==> src/rtl/bcd_display_mux_pkg.sv <==
// Shared types and constants for the two-digit multiplexed BCD display driver.
// FSM state encoding plus active-high segment codes in {g,f,e,d,c,b,a} order.
package bcd_display_mux_pkg;

  typedef enum logic [1:0] {
    SHOW_T = 2'd0,
    GAP_T  = 2'd1,
    SHOW_O = 2'd2,
    GAP_O  = 2'd3
  } state_t;

  localparam logic [6:0] SEG_0   = 7'h3F;
  localparam logic [6:0] SEG_1   = 7'h06;
  localparam logic [6:0] SEG_2   = 7'h5B;
  localparam logic [6:0] SEG_3   = 7'h4F;
  localparam logic [6:0] SEG_4   = 7'h66;
  localparam logic [6:0] SEG_5   = 7'h6D;
  localparam logic [6:0] SEG_6   = 7'h7D;
  localparam logic [6:0] SEG_7   = 7'h07;
  localparam logic [6:0] SEG_8   = 7'h7F;
  localparam logic [6:0] SEG_9   = 7'h6F;
  localparam logic [6:0] SEG_E   = 7'h79;
  localparam logic [6:0] SEG_OFF = 7'h00;

endpackage

==> src/rtl/bcd_display_mux_seven_seg_decode.sv <==
// Purely combinational BCD digit to seven-segment decoder.
// Non-BCD values 10..15 show the letter E.
module seven_seg_decode
  import bcd_display_mux_pkg::*;
(
  input  logic [3:0] bcd,
  output logic [6:0] seg
);

  // Map one BCD digit to its segment pattern.
  always_comb begin
    seg = SEG_E;
    case (bcd)
      4'd0: seg = SEG_0;
      4'd1: seg = SEG_1;
      4'd2: seg = SEG_2;
      4'd3: seg = SEG_3;
      4'd4: seg = SEG_4;
      4'd5: seg = SEG_5;
      4'd6: seg = SEG_6;
      4'd7: seg = SEG_7;
      4'd8: seg = SEG_8;
      4'd9: seg = SEG_9;
      default: seg = SEG_E;
    endcase
  end

endmodule

==> src/rtl/bcd_display_mux.sv <==
// Two-digit multiplexed seven-segment driver with valid/ready input and
// frame-boundary update of the displayed pair (boundary = GAP_O cycle).
// Optional macro BCD_DISPLAY_MUX_LZ_BLANK_EN blanks a leading zero tens digit.
module bcd_display_mux
  import bcd_display_mux_pkg::*;
#(
  parameter int REFRESH_DIV = 4
) (
  input  logic       clk,
  input  logic       rst,
  input  logic       in_val,
  output logic       in_rdy,
  input  logic [3:0] tens,
  input  logic [3:0] ones,
  output logic [6:0] seg,
  output logic [1:0] digit_en
);

  localparam int CW = (REFRESH_DIV > 1) ? $clog2(REFRESH_DIV) : 1;
  localparam logic [CW-1:0] LAST = CW'(REFRESH_DIV - 1);

  state_t        state, state_nxt;
  logic [CW-1:0] cnt, cnt_nxt;
  logic [3:0]    disp_tens, disp_ones;
  logic [3:0]    pend_tens, pend_ones;
  logic          pend_v;
  logic [3:0]    dec_in;
  logic [6:0]    dec_seg;

  assign in_rdy = ~pend_v;

  // Single decoder shared by both digits; its input follows the FSM state.
  assign dec_in = (state == SHOW_T) ? disp_tens : disp_ones;

  seven_seg_decode u_dec (
    .bcd (dec_in),
    .seg (dec_seg)
  );

  // FSM state and phase counter registers.
  always_ff @(posedge clk) begin
    if (rst) begin
      state <= SHOW_T;
      cnt   <= '0;
    end else begin
      state <= state_nxt;
      cnt   <= cnt_nxt;
    end
  end

  // Pending/display pair: accept on handshake, promote at the frame boundary.
  // in_rdy = ~pend_v makes the two branches mutually exclusive.
  always_ff @(posedge clk) begin
    if (rst) begin
      disp_tens <= '0;
      disp_ones <= '0;
      pend_tens <= '0;
      pend_ones <= '0;
      pend_v    <= 1'b0;
    end else if (in_val && in_rdy) begin
      pend_tens <= tens;
      pend_ones <= ones;
      pend_v    <= 1'b1;
    end else if (state == GAP_O && pend_v) begin
      disp_tens <= pend_tens;
      disp_ones <= pend_ones;
      pend_v    <= 1'b0;
    end
  end

  // Next-state logic and Moore outputs from registered state.
  always_comb begin
    state_nxt = state;
    cnt_nxt   = cnt;
    digit_en  = '0;
    seg       = SEG_OFF;
    case (state)
      SHOW_T: begin
`ifdef BCD_DISPLAY_MUX_LZ_BLANK_EN
        if (disp_tens != 4'd0) begin
          digit_en = 2'b10;
          seg      = dec_seg;
        end
`else
        digit_en = 2'b10;
        seg      = dec_seg;
`endif
        if (cnt == LAST) begin
          state_nxt = GAP_T;
          cnt_nxt   = '0;
        end else begin
          cnt_nxt = cnt + 1'b1;
        end
      end
      GAP_T: state_nxt = SHOW_O;
      SHOW_O: begin
        digit_en = 2'b01;
        seg      = dec_seg;
        if (cnt == LAST) begin
          state_nxt = GAP_O;
          cnt_nxt   = '0;
        end else begin
          cnt_nxt = cnt + 1'b1;
        end
      end
      GAP_O: state_nxt = SHOW_T;
      default: begin
        state_nxt = SHOW_T;
        cnt_nxt   = '0;
      end
    endcase
  end

endmodule
==> config.mk <==
export PLATFORM = sky130hd
export DESIGN_NAME = bcd_display_mux
export DESIGN_NICKNAME = d
export VERILOG_FILES = /design/src/rtl/bcd_display_mux_pkg.sv /design/src/rtl/bcd_display_mux_seven_seg_decode.sv /design/src/rtl/bcd_display_mux.sv
export SDC_FILE = /design/constraint.sdc
export NUM_CORES = 1
export LEC_CHECK = 0
export BUFFER_PORTS_ARGS = -buffer_cell sky130_fd_sc_hd__buf_2
export CAP_MARGIN = 20
export CORE_MARGIN = 2
export CORE_UTILIZATION = 53
export DETAILED_ROUTE_END_ITERATION = 12
export PLACE_DENSITY = 0.76
export SYNTH_ARGS = -nofsm -noshare
export SYNTH_HDL_FRONTEND = slang
export SYNTH_SLANG_ARGS = --single-unit
==> constraint.sdc <==
create_clock -name clk -period 2.2 [get_ports clk]
set_input_delay 0 -clock clk [delete_from_list [all_inputs] [get_ports clk]]
set_output_delay 0 -clock clk [all_outputs]
set_load 0.02 [all_outputs]
==> metrics <==
core outline area 1922 um2; P_int 0.6100 mW; CP required 2.20 ns; PortBufs 20; Area growth syn-to-layout 26.21%; Max Cap Viol 0; Clock power frac 0.200; DR iter-0 viols 13; cell family with most CP delay adder cells; async set or reset register ratio after synthesis 0; Worst Max-Slew Pin Slew 0.4656 ns; WL final 2.123 mm; CP Class reg2out; share of layout cells above drive strength 1 0.2532; Max VDD drop 0.0005162 V; max-slew violations 0; Rows 16; Yosys reg bits 21; post-detail-place hpwl 1.507 mm; router iterations before antenna repair 4; CTS H-tree depth 1; Ys Warns 0; GP Congestion 0.8544; DIE AREA 2373 um2; CP cell instances inv_2, ha_4, mux2_2, ha_1, nor3_1, nor3_1, buf_2; CTS tree built; worst hold-check path type in2reg; # nets final 172; antenna violations before repair 0; WP buf/inv 2; Net Sw Frac 0.3262; first-pass GRT wire length 3.760 mm; Critical Path AT 2.02 ns; gr ovfl total 0; Design Power 0.9053 mW; initial core utilization 0.5514; f_max 494.6 MHz; Clock Skews 0.007426 ns; Post-synth EDFFs 0; top cell type's share of synthesized area 0.3967; Net Sw Power 0.2953 mW; slew margin rel. 0.6896; Yosys cell types 27; Syn Inst Count 122; dominant cell type by area after synthesis dfxtp_1; slowest stage delay, CP 0.37 ns; Pleak 0.5757 nW; Seq/Total Area, Yosys 0.3967; cell mode on critical path nor3_1; DRC 0; vias per cell 5.110; Die Span X 48.72 um; Hold Fails Final Rpt 0; cell with the most instances after synthesis dfxtp_1; root buffer cell clkbuf_4; Seq pwr share 0.471; combinational power share 0.328; setup TNS 0 ns; fill count 174; Setup crit start kind flop; Final setup viols 0; Post-Syn Area 1060 um2; Die Ht 48.72 um; power per cell area 676.8 nW/um2; io pins 21; synthesized area per cell 8.687 um2; status finished clean; Worst Path Max Fanout 5; clk buf depth 2; Slowest cell on crit path mux2_2; Post-DRT Antenna Nets 0; Num CTS Buffers 3; Mapped Nets 139; Period Utilization, post-route 0.9191; routed via count 925; synth top area cells dfxtp_1 40%, mux2i_1 8.5%, a21oi_1 7.1%; vias in the first global route 919; WL/cell 11.73 um; post-layout min period 2.022 ns; RSZ-0062 raised after global routing no; GRT Total Usage 0.1989; largest net degree at the start of global routing 22; CTS sink cnt 21; top_reg_cell synth dfxtp_1; Clk pin slew, worst setup/hold paths 0.12 ns; clk_lat worst skew 0.30 ns; final core utilization 0.6960; crit end category output port; ANT cells 0; Commonest cells post-synth 21 x dfxtp_1, 19 x nand2_1, 15 x a21oi_1, 12 x nor2_1, 9 x mux2i_1
[state kept, by name, summed over array words and instances (netlist names)]
| signal | flops |
|---|---|
| pend_tens | 4 |
| state | 2 |
| disp_tens | 4 |
| pend_ones | 4 |
| cnt | 2 |
| pend_v | 1 |
| disp_ones | 4 |
[routing by layer]
metal,global-route usage,wire length [um],part of all wire
met5,0,0,0
met4,0.07143,9,0.0042
met3,0.02160,54,0.025
met2,0.3699,1097,0.52
met1,0.2341,962,0.45
[final timing paths]
| check | from | end | slack [ns] | depth (start not counted) |
|---|---|---|---|---|
| max | state[1] | seg[3] | 0.18 | 7 |
| min | rst | pend_ones[2] | 0.08 | 2 |
| max reg2reg | state[0] | state[1] | 0.67 | 6 |
| min reg2reg | pend_ones[3] | disp_ones[3] | 0.47 | 2 |
[cell usage in the layout (no fill, tap or decap), types with 2 or more instances in the layout]
cell,n
a21oi_1,15
buf_2,20
buf_4,5
clkbuf_4,3
dfxtp_1,21
dlygate4sd3_1,9
ha_1,5
inv_1,3
inv_2,2
mux2_2,2
mux2i_1,9
mux2i_4,2
nand2_1,19
nor2_1,12
nor3_1,6
o21ai_0,4
or3_1,3
[worst register-to-register path, stage by stage (launching register included)]
cell and delay, ns:
dfxtp_1 0.39, inv_2 0.07, ha_4 0.18, buf_4 0.17, nor2_1 0.33, o21ai_0 0.15, a21oi_1 0.18
[through the flow]
step / instance area [um2] / hold WS, ns / setup slack [ns] / cells
3_5_place_dp: 1176 / 0.2419 / 0.2216 / 165
5_1_grt: 1338 / 0.09466 / 0.01597 / 181
2_1_floorplan: 1060 / 0.07931 / 0.1155 / 122
6_report: 1338 / 0.07806 / 0.1780 / 181
4_1_cts: 1320 / 0.06255 / 0.05168 / 180
3_3_place_gp: 1176 / 0.2297 / 0.3301 / 165
[area by class of cell]
cell class | count | area [um2] | share of cell area
tap | 27 | 33.78 | 0.02526
clock buffer | 3 | 22.52 | 0.01684
sequential | 21 | 420.4 | 0.3143
inverter | 5 | 18.77 | 0.01403
clock inverter | 1 | 5.005 | 0.003742
timing repair buffer | 34 | 227.7 | 0.1703
multi-input combinational | 90 | 609.3 | 0.4556
[timing repair]
item                                    4_1_cts  5_1_grt
gates cloned                                  0        0
endpoints found under the setup margin        5        6
pin swaps                                     0        2
endpoints found under the hold margin         9        0
resized for setup                             2        3
hold buffers                                  9        0
buffers inserted                              2        1
[power groups by stage]
stage	registers, mW	clock network, mW	logic [mW]
finish	0.427	0.181	0.297
global route	0.431	0.201	0.326
CTS	0.426	0.188	0.287
detailed placement	0.435	0	0.270
global placement	0.432	0	0.259
floorplan	0.430	0	0.203
[kinds of logic after synthesis]
kind of cell | count (synthesis) | synth area share
AND/OR/NAND/NOR | 44 | 0.1854
AO/OA/AOI/OAI | 25 | 0.1370
flip-flops | 21 | 0.3967
multiplexers | 14 | 0.1535
buffers and inverters | 11 | 0.04841
adder cells (fa/ha/maj) | 6 | 0.07084
XOR/XNOR | 1 | 0.008266
Note: power is estimated with default switching activity, not from simulation.
